==> config.mk <==
export PLATFORM = sky130hd
export DESIGN_NAME = console_char_feeder
export DESIGN_NICKNAME = d
export VERILOG_FILES = /design/src/rtl/console_pkg.sv /design/src/rtl/char_fifo.sv /design/src/rtl/console_char_feeder.sv
export SDC_FILE = /design/constraint.sdc
export NUM_CORES = 1
export LEC_CHECK = 0
export CAP_MARGIN = 20
export CORE_AREA = 2 2 120 122
export CTS_BUF_LIST = sky130_fd_sc_hd__clkbuf_8
export CTS_CLUSTER_SIZE = 16
export DETAILED_ROUTE_END_ITERATION = 7
export DIE_AREA = 0 0 122 124
export GPL_TIMING_DRIVEN = 1
export PLACE_DENSITY_LB_ADDON = 0.08
export SKIP_LAST_GASP = 1
export SLEW_MARGIN = 30
export SYNTH_ARGS = -nofsm -noshare
export SYNTH_HDL_FRONTEND = slang
export SYNTH_SLANG_ARGS = --single-unit
==> constraint.sdc <==
create_clock -name clk -period 12 [get_ports clk]
set_input_delay 1.2 -clock clk [delete_from_list [all_inputs] [get_ports clk]]
set_output_delay 1.2 -clock clk [all_outputs]
set_load 0.01 [all_outputs]
==> src/rtl/console_pkg.sv <==
// Shared types and constants for the console feeding path: feeder FSM states,
// the NUL character and the default boot banner.
package console_pkg;

  typedef enum logic [1:0] {
    WAIT  = 2'd0,
    CLEAR = 2'd1,
    BOOT  = 2'd2,
    RUN   = 2'd3
  } feeder_state_t;

  localparam logic [7:0] ASCII_NUL = 8'h00;

  localparam int DEFAULT_BOOT_LEN = 16;
  localparam logic [DEFAULT_BOOT_LEN*8-1:0] DEFAULT_BOOT_STR = "Hello World!1234";

endpackage

==> src/rtl/char_fifo.sv <==
// Synchronous first-word-fall-through FIFO of 8-bit characters; head is valid
// whenever empty is low. A push while full is accepted only if a pop happens too.
module char_fifo #(
  parameter int DEPTH_BITS = 4
) (
  input  logic                clk,
  input  logic                rst,
  input  logic                push,
  input  logic [7:0]          push_data,
  input  logic                pop,
  output logic [7:0]          head,
  output logic                full,
  output logic                empty,
  output logic [DEPTH_BITS:0] level
);

  localparam logic [DEPTH_BITS:0] CAPACITY = {1'b1, {DEPTH_BITS{1'b0}}};

  logic [7:0]          mem [2**DEPTH_BITS];
  logic [DEPTH_BITS:0] wr_ptr;
  logic [DEPTH_BITS:0] rd_ptr;
  logic                do_push;
  logic                do_pop;

  assign level   = wr_ptr - rd_ptr;
  assign empty   = (wr_ptr == rd_ptr);
  assign full    = (level == CAPACITY);
  assign do_pop  = pop & ~empty;
  assign do_push = push & (~full | do_pop);
  assign head    = mem[rd_ptr[DEPTH_BITS-1:0]];

  always_ff @(posedge clk) begin
    if (rst) begin
      wr_ptr <= '0;
      rd_ptr <= '0;
    end else begin
      if (do_push) wr_ptr <= wr_ptr + 1'b1;
      if (do_pop)  rd_ptr <= rd_ptr + 1'b1;
    end
  end

  // Storage needs no reset: entries are only read after being written.
  always_ff @(posedge clk) begin
    if (do_push) mem[wr_ptr[DEPTH_BITS-1:0]] <= push_data;
  end

endmodule

==> src/rtl/console_char_feeder.sv <==
// Drives vga_console: startup delay, clear, optional boot banner
// (CONSOLE_FEEDER_BOOT_EN), then keystrokes from a FIFO with a fixed inter-char gap.
// Handshake: console_char != 0 is a one-cycle write strobe, console_clear a
// one-cycle strobe; the console always accepts, there is no ready.
module console_char_feeder
  import console_pkg::*;
#(
  parameter int FIFO_DEPTH_BITS = 4,
  parameter int STARTUP_DELAY   = 33333333,
`ifdef CONSOLE_FEEDER_BOOT_EN
  parameter int BOOT_LEN        = DEFAULT_BOOT_LEN,
  parameter logic [BOOT_LEN*8-1:0] BOOT_STR = DEFAULT_BOOT_STR,
`endif
  parameter int CHAR_GAP        = 1
) (
  input  logic          clk,
  input  logic          rst,
  input  logic          ascii_new,
  input  logic          key_pressed,
  input  logic [7:0]    ascii_code,
  output logic [7:0]    console_char,
  output logic          console_clear,
  output logic          busy,
  output logic          fifo_overflow,
  output feeder_state_t dbg_state
);

  localparam int CNT_W = $clog2(STARTUP_DELAY + 1);
  localparam int GAP_W = (CHAR_GAP == 0) ? 1 : $clog2(CHAR_GAP + 1);
  localparam int LVL_W = FIFO_DEPTH_BITS + 1;
  localparam logic [CNT_W-1:0] CNT_LAST   = CNT_W'(STARTUP_DELAY - 1);
  localparam logic [GAP_W-1:0] GAP_RELOAD = GAP_W'(CHAR_GAP);

  feeder_state_t    state, state_n;
  logic [CNT_W-1:0] cnt, cnt_n;
  logic [GAP_W-1:0] gap, gap_n;
  logic             emit_q, emit_n;
  logic [7:0]       char_n;
  logic             ev, ev_q, push, push_acc, pop;
  logic [7:0]       fifo_head;
  logic             fifo_full, fifo_empty;
  logic [LVL_W-1:0] fifo_level, level_n;

`ifdef CONSOLE_FEEDER_BOOT_EN
  localparam int IDX_W = $clog2(BOOT_LEN + 1);
  localparam logic [IDX_W-1:0] IDX_END = IDX_W'(BOOT_LEN);

  logic [IDX_W-1:0]      idx, idx_n;
  logic [BOOT_LEN*8-1:0] banner_shifted;

  // Next banner character sits in the top byte once the string is shifted left.
  assign banner_shifted = BOOT_STR << {idx_n, 3'b000};
`endif

  assign dbg_state = state;
  assign ev        = ascii_new & key_pressed & (ascii_code != ASCII_NUL);
  assign push      = ev & ~ev_q;
  assign push_acc  = push & (~fifo_full | pop);
  assign level_n   = fifo_level + LVL_W'(push_acc) - LVL_W'(pop);

  char_fifo #(.DEPTH_BITS(FIFO_DEPTH_BITS)) u_fifo (
    .clk       (clk),
    .rst       (rst),
    .push      (push),
    .push_data (ascii_code),
    .pop       (pop),
    .head      (fifo_head),
    .full      (fifo_full),
    .empty     (fifo_empty),
    .level     (fifo_level)
  );

  // Everything below computes the values of the *next* cycle, so the
  // registered outputs line up with the state they belong to.
  always_comb begin
    state_n = state;
    cnt_n   = '0;
    gap_n   = emit_q ? GAP_RELOAD : ((gap != '0) ? gap - 1'b1 : '0);
    emit_n  = 1'b0;
    char_n  = ASCII_NUL;
    pop     = 1'b0;
`ifdef CONSOLE_FEEDER_BOOT_EN
    idx_n   = (state == BOOT && emit_q) ? idx + 1'b1 : idx;
`endif

    case (state)
      WAIT: begin
        if (cnt == CNT_LAST) state_n = CLEAR;
        else                 cnt_n   = cnt + 1'b1;
      end
`ifdef CONSOLE_FEEDER_BOOT_EN
      CLEAR: state_n = BOOT;
      BOOT:  if (idx_n == IDX_END && gap_n == '0) state_n = RUN;
`else
      CLEAR: state_n = RUN;
`endif
      RUN:     state_n = RUN;
      default: state_n = WAIT;
    endcase

`ifdef CONSOLE_FEEDER_BOOT_EN
    if (state_n == BOOT && gap_n == '0 && idx_n != IDX_END) begin
      emit_n = 1'b1;
      char_n = banner_shifted[BOOT_LEN*8-1 -: 8];
    end
`endif
    if (state_n == RUN && gap_n == '0 && !fifo_empty) begin
      pop    = 1'b1;
      emit_n = 1'b1;
      char_n = fifo_head;
    end
  end

  always_ff @(posedge clk) begin
    if (rst) begin
      state         <= WAIT;
      cnt           <= '0;
      gap           <= '0;
      emit_q        <= 1'b0;
      ev_q          <= 1'b0;
      console_char  <= ASCII_NUL;
      console_clear <= 1'b0;
      busy          <= 1'b1;
      fifo_overflow <= 1'b0;
`ifdef CONSOLE_FEEDER_BOOT_EN
      idx           <= '0;
`endif
    end else begin
      state         <= state_n;
      cnt           <= cnt_n;
      gap           <= gap_n;
      emit_q        <= emit_n;
      ev_q          <= ev;
      console_char  <= char_n;
      console_clear <= (state_n == CLEAR);
      busy          <= (state_n != RUN) || (level_n != '0);
      fifo_overflow <= fifo_overflow | (push & fifo_full & ~pop);
`ifdef CONSOLE_FEEDER_BOOT_EN
      idx           <= idx_n;
`endif
    end
  end

endmodule

==> results of run 1 <==
[power by group through the flow]
stage               combinational (mW)  sequential [mW]  clock, mW
finish                          0.0294            0.663      0.403
global route                    0.0326            0.663      0.434
CTS                             0.0296            0.663      0.412
detailed placement              0.0294            0.677          0
global placement                0.0287            0.677          0
floorplan                       0.0157            0.676          0
[Yosys cell counts, types with 2 or more instances]
| library cell | n |
|---|---|
| edfxtp_1 | 128 |
| nor4b_1 | 4 |
| a21oi_1 | 8 |
| buf_4 | 5 |
| nand4_1 | 8 |
| a211oi_1 | 2 |
| nor3_1 | 11 |
| mux4_2 | 32 |
| nand2b_1 | 3 |
| and4_1 | 2 |
| fa_1 | 2 |
| nor2_1 | 47 |
| a21o_1 | 2 |
| a311oi_1 | 8 |
| clkbuf_1 | 9 |
| xnor2_1 | 19 |
| ha_1 | 17 |
| buf_1 | 2 |
| nand2_1 | 50 |
| a31oi_1 | 2 |
| clkinv_1 | 2 |
| xor2_1 | 13 |
| nor4_1 | 7 |
| dfxtp_1 | 50 |
| nor2b_1 | 3 |
| inv_1 | 15 |
| buf_2 | 3 |
| and3_1 | 16 |
| nand3_1 | 16 |
[layer usage]
| layer | global-route usage (%) | share of wire, % | vias up | routed length [µm] |
|---|---|---|---|---|
| met3 | 4.81 | 5.3 | 20 | 778 |
| met1 | 29.4 | 44 | 2108 | 6530 |
| met4 | 8.26 | 2.1 | 0 | 312 |
| met2 | 33.3 | 48 | 116 | 7100 |
| li1 | - | - | 1940 | - |
| met5 | 0 | 0 | - | 0 |
[final cells by class]
type	count	area [µm²]	share of cell area, %
timing repair buffer	30	285	3.48
clock inverter	12	118	1.44
sequential	178	4850	59.2
tap	180	225	2.75
multi-input combinational	287	2370	28.9
clock buffer	20	275	3.36
inverter	19	73.8	0.901
[registers in the layout (all words and copies together) (netlist names)]
signal,count
fifo_overflow,1
console_char,8
dbg_state,2
ev_q,1
u_fifo.mem,128
console_clear,1
u_fifo.rd_ptr,5
cnt,25
busy,1
u_fifo.wr_ptr,5
emit_q,1
[logic make-up (layout without fill, tap and decap cells)]
| group | Yosys count | count (layout) | synth area share [%] |
|---|---|---|---|
| and+or+nand+nor | 174 | 174 | 11.3 |
| muxes | 34 | 34 | 10.1 |
| xor gates and xnor gates | 33 | 33 | 4.12 |
| DFF | 178 | 178 | 65.7 |
| buffers and inverters | 39 | 81 | 2.43 |
| adders and majority gates | 19 | 19 | 3.43 |
| AOI/OAI and AO/OA | 27 | 27 | 2.87 |
[worst max-delay path by stage]
stage                     startpoint                end  cells past startpoint
floorplan           u_fifo.rd_ptr[2]               busy                     19
finish              u_fifo.rd_ptr[1]               busy                     18
CTS                 u_fifo.rd_ptr[1]               busy                     18
global route        u_fifo.rd_ptr[1]               busy                     18
detailed placement     ascii_code[5]  u_fifo.mem[13][7]                      7
global placement       ascii_code[5]  u_fifo.mem[12][4]                      7
==> results.json, run 1 <==
{
  "fin_ws_ns": 7.57,
  "cap_violations": 0,
  "overflow": 0,
  "syn_inst": 504,
  "whs_ns": 0.484,
  "cp_cell_sequence": "buf_4 > clkinv_1 > ha_1 > a21o_2 > a31oi_1 > xor2_1 > ha_1 > nand3_1 > o41ai_4 > inv_4 > ha_1 > inv_1 > fa_1 > inv_1 > a21o_1 > a21oi_1 > xor3_1 > nand3_1",
  "fin_nets": 564,
  "viasPerCell": 5.76,
  "leakage_nw": 2.72,
  "postCtsHoldBufs": 0,
  "crit_fanout": 27,
  "power_density_mw_per_mm2": 134,
  "p_int_mw": 0.870,
  "gr-usage-all-layers_pct": 21.3,
  "ys_ff_latch": 178,
  "worst_pin_slew_ns": 1.03,
  "layout_common_cells": "edfxtp_1, nand2_1, dfxtp_1",
  "drc": 0,
  "postSynthAreaPerCell_um2": 14.6,
  "min_path_type": "register to register",
  "min_period_over_period_pct": 37.0,
  "antenna_found_initial": 0,
  "drtIter0Drc": 351,
  "cts.path.max_buffers": 2,
  "clkPwrFrac_pct": 36.8,
  "final_max_slew_viol_count": 0,
  "initial_core_util_pct": 53.8,
  "place_ws_ns": 7.45,
  "worstHoldEndpoint": "cnt[0]",
  "ys_types": 47,
  "r2r.worst_path.cells": 18,
  "synthTopCellsByArea": "edfxtp_1, dfxtp_1, mux4_2, ha_1, nand2_1",
  "slew_headroom_pct": 31.0,
  "min-delay-start": "cnt[0]",
  "grt_pass1_wl_um": 23100,
  "max_freq_mhz": 225,
  "dpl.hpwl_um": 9220,
  "path_buf_inv": 5,
  "io_buffer_count": 24,
  "reg2reg_from": "u_fifo.rd_ptr[1]",
  "synth_area_mm2": 0.00737,
  "outcome": "finished clean",
  "holdPathStages": 1,
  "p_sw_mw": 0.225,
  "fin_crit_ns": 4.43,
  "finalSetupViolations": 0,
  "final_area_mm2": 0.00819,
  "final_util_pct": 59.7,
  "dpl.cell_count": 694,
  "routed_wl_um": 14700,
  "ioPinCount": 25,
  "postPlaceCellArea_mm2": 0.00779,
  "synthArstFlopShare_pct": 0,
  "diodes": 0,
  "ys_seq_area_share_pct": 65.7,
  "final_cells": 726,
  "grt_start_max_net_pins": 37,
  "cts_setup_buffers": 0,
  "syn-num-nets": 535,
  "hold_viol_final": 0,
  "path_common_cell": "ha_1",
  "slowest_delay_ns": 0.51,
  "critical_path_class": "register to register",
  "die_area_mm2": 0.0151,
  "wl_per_cell_um": 20.3,
  "cp-end-kind": "register",
  "rsz0062_at_grt": "no",
  "total_power_mw": 1.10,
  "yosysTopAreaCell": "edfxtp_1",
  "dieWidth_um": 122,
  "fillers": 1081,
  "swShare_pct": 20.5,
  "arrival_ns": 4.84,
  "synth_edf_count": 128,
  "power_frac_comb_pct": 2.7,
  "final_common_cell": "edfxtp_1",
  "synth_top_flop_cell": "edfxtp_1",
  "cts_tree": "built",
  "gp_congestion": 0.816,
  "row_count": 43,
  "synth_warnings": 0,
  "drt_pass1_iterations": 5,
  "power_frac_seq_pct": 60.5,
  "vias": 4184,
  "htree_levels": 4,
  "worst_r2r_endpoint": "busy",
  "ir_drop_uv": 90.0,
  "core_area_mm2": 0.0137,
  "area_delta_synth_final_pct": 11.1,
  "path_clk_slew_ns": 0.09,
  "worstSkewPairLatency_ns": 0.46,
  "fin_setup_tns_ns": 0,
  "drive_gt1_share_pct": 15.2,
  "synth_top_area_share_pct": 52.1,
  "route.antenna.remaining_nets": 0,
  "crit_path_start_kind": "register",
  "cts-root-buf": "clkbuf_8",
  "clock_skew_ns": 0.00946,
  "die_h_um": 124,
  "grt_pass1_vias": 4129,
  "r2r_slack_ns": 7.57,
  "cpMaxStageDelayCell": "clkinv_1",
  "crit_family": "compound AO/OA/AOI/OAI gates",
  "cts_num_sinks": 178,
  "required_ns": 12.40,
  "post_cts_resized": 0,
  "cts_buffers": 17
}
Note: power is estimated with default switching activity, not from simulation.
==> inputs of run 2 (changes only) <==
Clock period 12 ns to 4.5 ns, I/O delays scaled along.
==> results.json, run 2 (synthesized netlist as in run 1, its figures left out) <==
{
  "worst_pin_slew_ns": 0.742,
  "cp-end-kind": "register",
  "cp_cell_sequence": "clkinv_1 > ha_1 > xor2_1 > ha_1 > nand3_1 > o41ai_4 > inv_4 > ha_1 > inv_1 > fa_1 > inv_1 > a21o_1 > a21oi_1 > xor3_1 > nand3_1",
  "worstSkewPairLatency_ns": 0.47,
  "cts.path.max_buffers": 2,
  "drt_pass1_iterations": 5,
  "drtIter0Drc": 504,
  "cts_tree": "built",
  "dieWidth_um": 122,
  "power_frac_comb_pct": 2.7,
  "place_ws_ns": 0.639,
  "final_util_pct": 60.6,
  "clock_skew_ns": 0.00847,
  "fin_setup_tns_ns": 0,
  "row_count": 43,
  "arrival_ns": 4.32,
  "path_clk_slew_ns": 0.09,
  "final_common_cell": "edfxtp_1",
  "final_max_slew_viol_count": 0,
  "path_common_cell": "ha_1",
  "hold_viol_final": 0,
  "core_area_mm2": 0.0137,
  "grt_start_max_net_pins": 36,
  "fin_crit_ns": 3.90,
  "gp_congestion": 0.852,
  "grt_pass1_vias": 4105,
  "power_density_mw_per_mm2": 360,
  "cpMaxStageDelayCell": "dfxtp_1",
  "postCtsHoldBufs": 0,
  "slew_headroom_pct": 50.1,
  "viasPerCell": 5.73,
  "outcome": "finished clean",
  "p_int_mw": 2.35,
  "power_frac_seq_pct": 59.1,
  "min_period_over_period_pct": 86.7,
  "critical_path_class": "register to register",
  "wl_per_cell_um": 20.4,
  "slowest_delay_ns": 0.59,
  "fin_nets": 580,
  "antenna_found_initial": 0,
  "drive_gt1_share_pct": 16.9,
  "die_area_mm2": 0.0151,
  "whs_ns": 0.487,
  "max_freq_mhz": 256,
  "cts_setup_buffers": 0,
  "routed_wl_um": 15100,
  "ir_drop_uv": 197,
  "layout_common_cells": "edfxtp_1, nand2_1, dfxtp_1",
  "cts-root-buf": "clkbuf_8",
  "diodes": 0,
  "finalSetupViolations": 0,
  "crit_path_start_kind": "register",
  "io_buffer_count": 24,
  "vias": 4248,
  "gr-usage-all-layers_pct": 21.6,
  "p_sw_mw": 0.645,
  "grt_pass1_wl_um": 23400,
  "leakage_nw": 2.78,
  "clkPwrFrac_pct": 38.2,
  "crit_fanout": 10,
  "ioPinCount": 25,
  "cts_num_sinks": 178,
  "fin_ws_ns": 0.598,
  "route.antenna.remaining_nets": 0,
  "overflow": 0,
  "cts_buffers": 17,
  "required_ns": 4.92,
  "rsz0062_at_grt": "no",
  "largest_register_ffs": 128,
  "initial_core_util_pct": 53.8,
  "post_cts_resized": 0,
  "die_h_um": 124,
  "min_path_type": "register to register",
  "swShare_pct": 21.6,
  "area_delta_synth_final_pct": 12.8,
  "cap_violations": 0,
  "dpl.hpwl_um": 9870,
  "htree_levels": 4,
  "drc": 0
}
run 2: cell types whose count changed in the layout (fill, tap and decap cells not counted):
cell        before  now
buf_4            6   22
nor2_1          42   47
nor2_2           6    1
clkinvlp_4       0    4
clkbuf_8        20   17
clkinv_2         4    1
inv_1           18   15
inv_6            0    3
bufinv_16        2    3
clkinv_1         2    3
nor3_1          10   11
nor3_2           1    0
run 2: area by class of cell:
| class | instances | area [µm²] |
|---|---|---|
| Clock inverter | 15 | 181 |
| Clock buffer | 17 | 234 |
| Tap cell | 180 | 225 |
| Inverter | 19 | 73.8 |
| Timing Repair Buffer | 46 | 405 |
| Fill cell | 1074 | 5400 |
| Sequential cell | 178 | 4850 |
| Multi-Input combinational cell | 287 | 2350 |
run 2: power by group through the flow:
stage               sequential, mW  clock (mW)  combinational (mW)
global route                  1.77        1.23              0.0904
floorplan                     1.80           0              0.0420
CTS                           1.77        1.16              0.0819
detailed placement            1.80           0              0.0816
global placement              1.80           0              0.0788
finish                        1.77        1.14              0.0813
run 2: path summary, 6_finish.rpt:
| kind | from | to | slack, ns | cells past startpoint |
|---|---|---|---|---|
| max | u_fifo.rd_ptr[3] | busy | 0.60 | 15 |
| min | dbg_state[1] | dbg_state[0] | 0.49 | 1 |
| max reg2reg | u_fifo.rd_ptr[3] | busy | 0.60 | 15 |
| min reg2reg | dbg_state[1] | dbg_state[0] | 0.49 | 1 |
run 2: worst max-delay path, delay by kind of cell (launching register included):
kind | cells | cell delay (ns)
compound gates | 3 | 0.77
buf+inv | 4 | 0.60
xor+xnor | 2 | 0.57
simple gates | 2 | 0.21
fa+ha+maj | 4 | 1.10
flops | 1 | 0.59
run 2: per-stage QoR:
| step | area (µm²) | power [mW] | std cells |
|---|---|---|---|
| after CTS | 8320 | 3.00 | 742 |
| after floorplan | 7370 | 1.84 | 504 |
| after global placement | 7900 | 1.88 | 710 |
| after detailed placement | 7900 | 1.89 | 710 |
| final | 8320 | 2.99 | 742 |
| after global routing | 8320 | 3.09 | 742 |
run 2: routing by layer:
metal	track usage, %	wire (µm)
met4	8.55	265
met3	4.85	1030
met5	0	0
met1	30.5	6610
met2	33.1	7210
==> inputs of run 3 (changes only) <==
Settings changed: CORE_AREA 2 2 120 122 to 2 2 124 126, DIE_AREA 0 0 122 124 to 0 0 126 128, SYNTH_HIERARCHICAL from default to 1.
==> results.json, run 3 <==
{
  "synth_top_flop_cell": "edfxtp_1",
  "fin_setup_tns_ns": 0,
  "dieWidth_um": 126,
  "r2r_slack_ns": 0.88,
  "crit_path_start_kind": "register",
  "crit_fanout": 15,
  "slew_headroom_pct": 49.7,
  "syn_inst": 503,
  "drc": 0,
  "final_max_slew_viol_count": 0,
  "htree_levels": 4,
  "fin_crit_ns": 3.62,
  "power_frac_comb_pct": 2.8,
  "ys_types": 60,
  "path_clk_slew_ns": 0.09,
  "syn-num-nets": 533,
  "clock_skew_ns": 0.0131,
  "area_delta_synth_final_pct": 11.0,
  "diodes": 0,
  "min_period_over_period_pct": 80.6,
  "ioPinCount": 25,
  "cp-end-kind": "register",
  "largest_register_ffs": 128,
  "r2r.worst_path.cells": 14,
  "ys_ff_latch": 182,
  "cts-root-buf": "clkbuf_8",
  "hold_viol_final": 0,
  "layout_common_cells": "edfxtp_1, dfxtp_1, nor2_1",
  "ir_drop_uv": 162,
  "final_common_cell": "edfxtp_1",
  "fin_nets": 574,
  "max_freq_mhz": 276,
  "route.antenna.remaining_nets": 0,
  "antenna_found_initial": 0,
  "drive_gt1_share_pct": 15.4,
  "power_frac_seq_pct": 60.2,
  "postCtsHoldBufs": 0,
  "final_util_pct": 58.5,
  "synthArstFlopShare_pct": 0,
  "drtIter0Drc": 326,
  "die_area_mm2": 0.0161,
  "whs_ns": 0.482,
  "min-delay-start": "dbg_state[1]",
  "gr-usage-all-layers_pct": 20.9,
  "reg2reg_from": "u_fifo/wr_ptr[0]",
  "power_density_mw_per_mm2": 344,
  "yosysMostFrequentCell": "edfxtp_1",
  "initial_core_util_pct": 52.7,
  "cts_buffers": 17,
  "grt_pass1_vias": 4415,
  "cts.path.max_buffers": 2,
  "finalSetupViolations": 0,
  "viasPerCell": 5.96,
  "row_count": 45,
  "leakage_nw": 2.86,
  "p_sw_mw": 0.622,
  "grt_pass1_wl_um": 24900,
  "synth_warnings": 6,
  "drt_pass1_iterations": 4,
  "synth_edf_count": 128,
  "post_cts_resized": 0,
  "dpl.hpwl_um": 10300,
  "synthTopCellsByArea": "edfxtp_1, dfxtp_1, mux4_1, mux4_2, ha_1",
  "worst_pin_slew_ns": 0.754,
  "critical_path_class": "register to register",
  "die_h_um": 128,
  "wl_per_cell_um": 21.1,
  "cts_setup_buffers": 0,
  "vias": 4438,
  "cts_num_sinks": 182,
  "cts_tree": "built",
  "synth_area_mm2": 0.00783,
  "min_path_type": "register to register",
  "required_ns": 4.84,
  "holdPathStages": 1,
  "postSynthAreaPerCell_um2": 15.6,
  "worstHoldEndpoint": "dbg_state[0]",
  "io_buffer_count": 24,
  "synth_common_cells": "edfxtp_1, dfxtp_1, nor2_1, mux4_1, nor3_1",
  "ys_seq_area_share_pct": 62.9,
  "overflow": 0,
  "gp_congestion": 0.812,
  "clkPwrFrac_pct": 36.9,
  "p_int_mw": 2.37,
  "yosysTopAreaCell": "edfxtp_1",
  "rsz0062_at_grt": "no",
  "arrival_ns": 3.96,
  "routed_wl_um": 15700,
  "swShare_pct": 20.8,
  "core_area_mm2": 0.0149,
  "cap_violations": 0,
  "grt_start_max_net_pins": 33,
  "synth_top_area_share_pct": 49.1,
  "worst_r2r_endpoint": "busy",
  "worstSkewPairLatency_ns": 0.46,
  "outcome": "finished clean"
}
-- run 3: changes by cell type after synthesis, sizes merged, moves of 8 or more --
cell	before	now
a211oi	2	13
a311oi	8	0
and2	0	11
and3	16	4
mux4	32	40
nand2	52	21
nor2	48	25
nor3	11	22
xnor2	19	6
-- run 3: through the flow --
step / power, mW / std cells / area (µm²) / setup WS, ns
after floorplan: 1.88 / 503 / 7830 / 1.26
after global placement: 1.92 / 713 / 8290 / 0.941
after detailed placement: 1.93 / 713 / 8290 / 0.857
after CTS: 3.02 / 745 / 8690 / 0.842
after global routing: 3.10 / 745 / 8690 / 0.541
final: 2.99 / 745 / 8690 / 0.875
-- run 3: critical path, cell delays in order, from the launching register on --
cell and delay (ns):
dfxtp_1 0.44, inv_1 0.13, ha_1 0.23, inv_1 0.07, fa_1 0.46, nor3_1 0.24, o2111ai_2 0.40, inv_1 0.17
a21boi_0 0.14, ha_1 0.23, fa_1 0.40, a21o_1 0.20, a21oi_1 0.17, xnor2_1 0.14, nand3_1 0.09
-- run 3: logic make-up (layout without fill, tap and decap cells) --
family,count (synthesis),count (layout),share of synthesized area (%)
compound gates,54,54,5.26
xor+xnor,22,22,2.46
fa+ha+maj,18,18,3.07
buf+inv,47,101,3.52
flops,182,182,62.9
mux,40,40,12.7
simple gates,140,140,10.1
-- run 3: layer usage --
metal / vias up / wire length, µm / GRT usage, % / share of wire (%)
li1: 2072 / - / - / -
met1: 2254 / 7020 / 27.0 / 45
met2: 83 / 7780 / 34.9 / 49
met3: 29 / 519 / 4.34 / 3.3
met4: 0 / 410 / 8.66 / 2.6
met5: - / 0 / 0 / 0
-- run 3: worst max-delay path by stage --
stage / start / to / slack (ns) / depth (start not counted)
6_report: u_fifo/wr_ptr[0] / busy / 0.88 / 14
5_1_grt: u_fifo/wr_ptr[0] / busy / 0.54 / 14
4_1_cts: u_fifo/wr_ptr[0] / busy / 0.84 / 14
3_5_place_dp: u_fifo/wr_ptr[0] / busy / 0.86 / 15
3_3_place_gp: u_fifo/wr_ptr[0] / busy / 0.94 / 14
2_1_floorplan: u_fifo/wr_ptr[0] / busy / 1.26 / 16
-- run 3: power by group through the flow --
stage	Sequential (mW)	Combinational (mW)	Clock, mW
after floorplan	1.84	0.0408	0
after global placement	1.84	0.0835	0
after detailed placement	1.84	0.0851	0
after CTS	1.80	0.0853	1.14
after global routing	1.80	0.0952	1.20
final	1.80	0.0847	1.10
-- run 3: final cells by class --
type | instances | area, µm²
Timing Repair Buffer | 48 | 420
Fill cell | 1184 | 6170
Inverter | 21 | 78.8
Sequential cell | 182 | 4930
Multi-Input combinational cell | 274 | 2630
Tap cell | 188 | 235
Clock buffer | 17 | 234
Clock inverter | 15 | 163
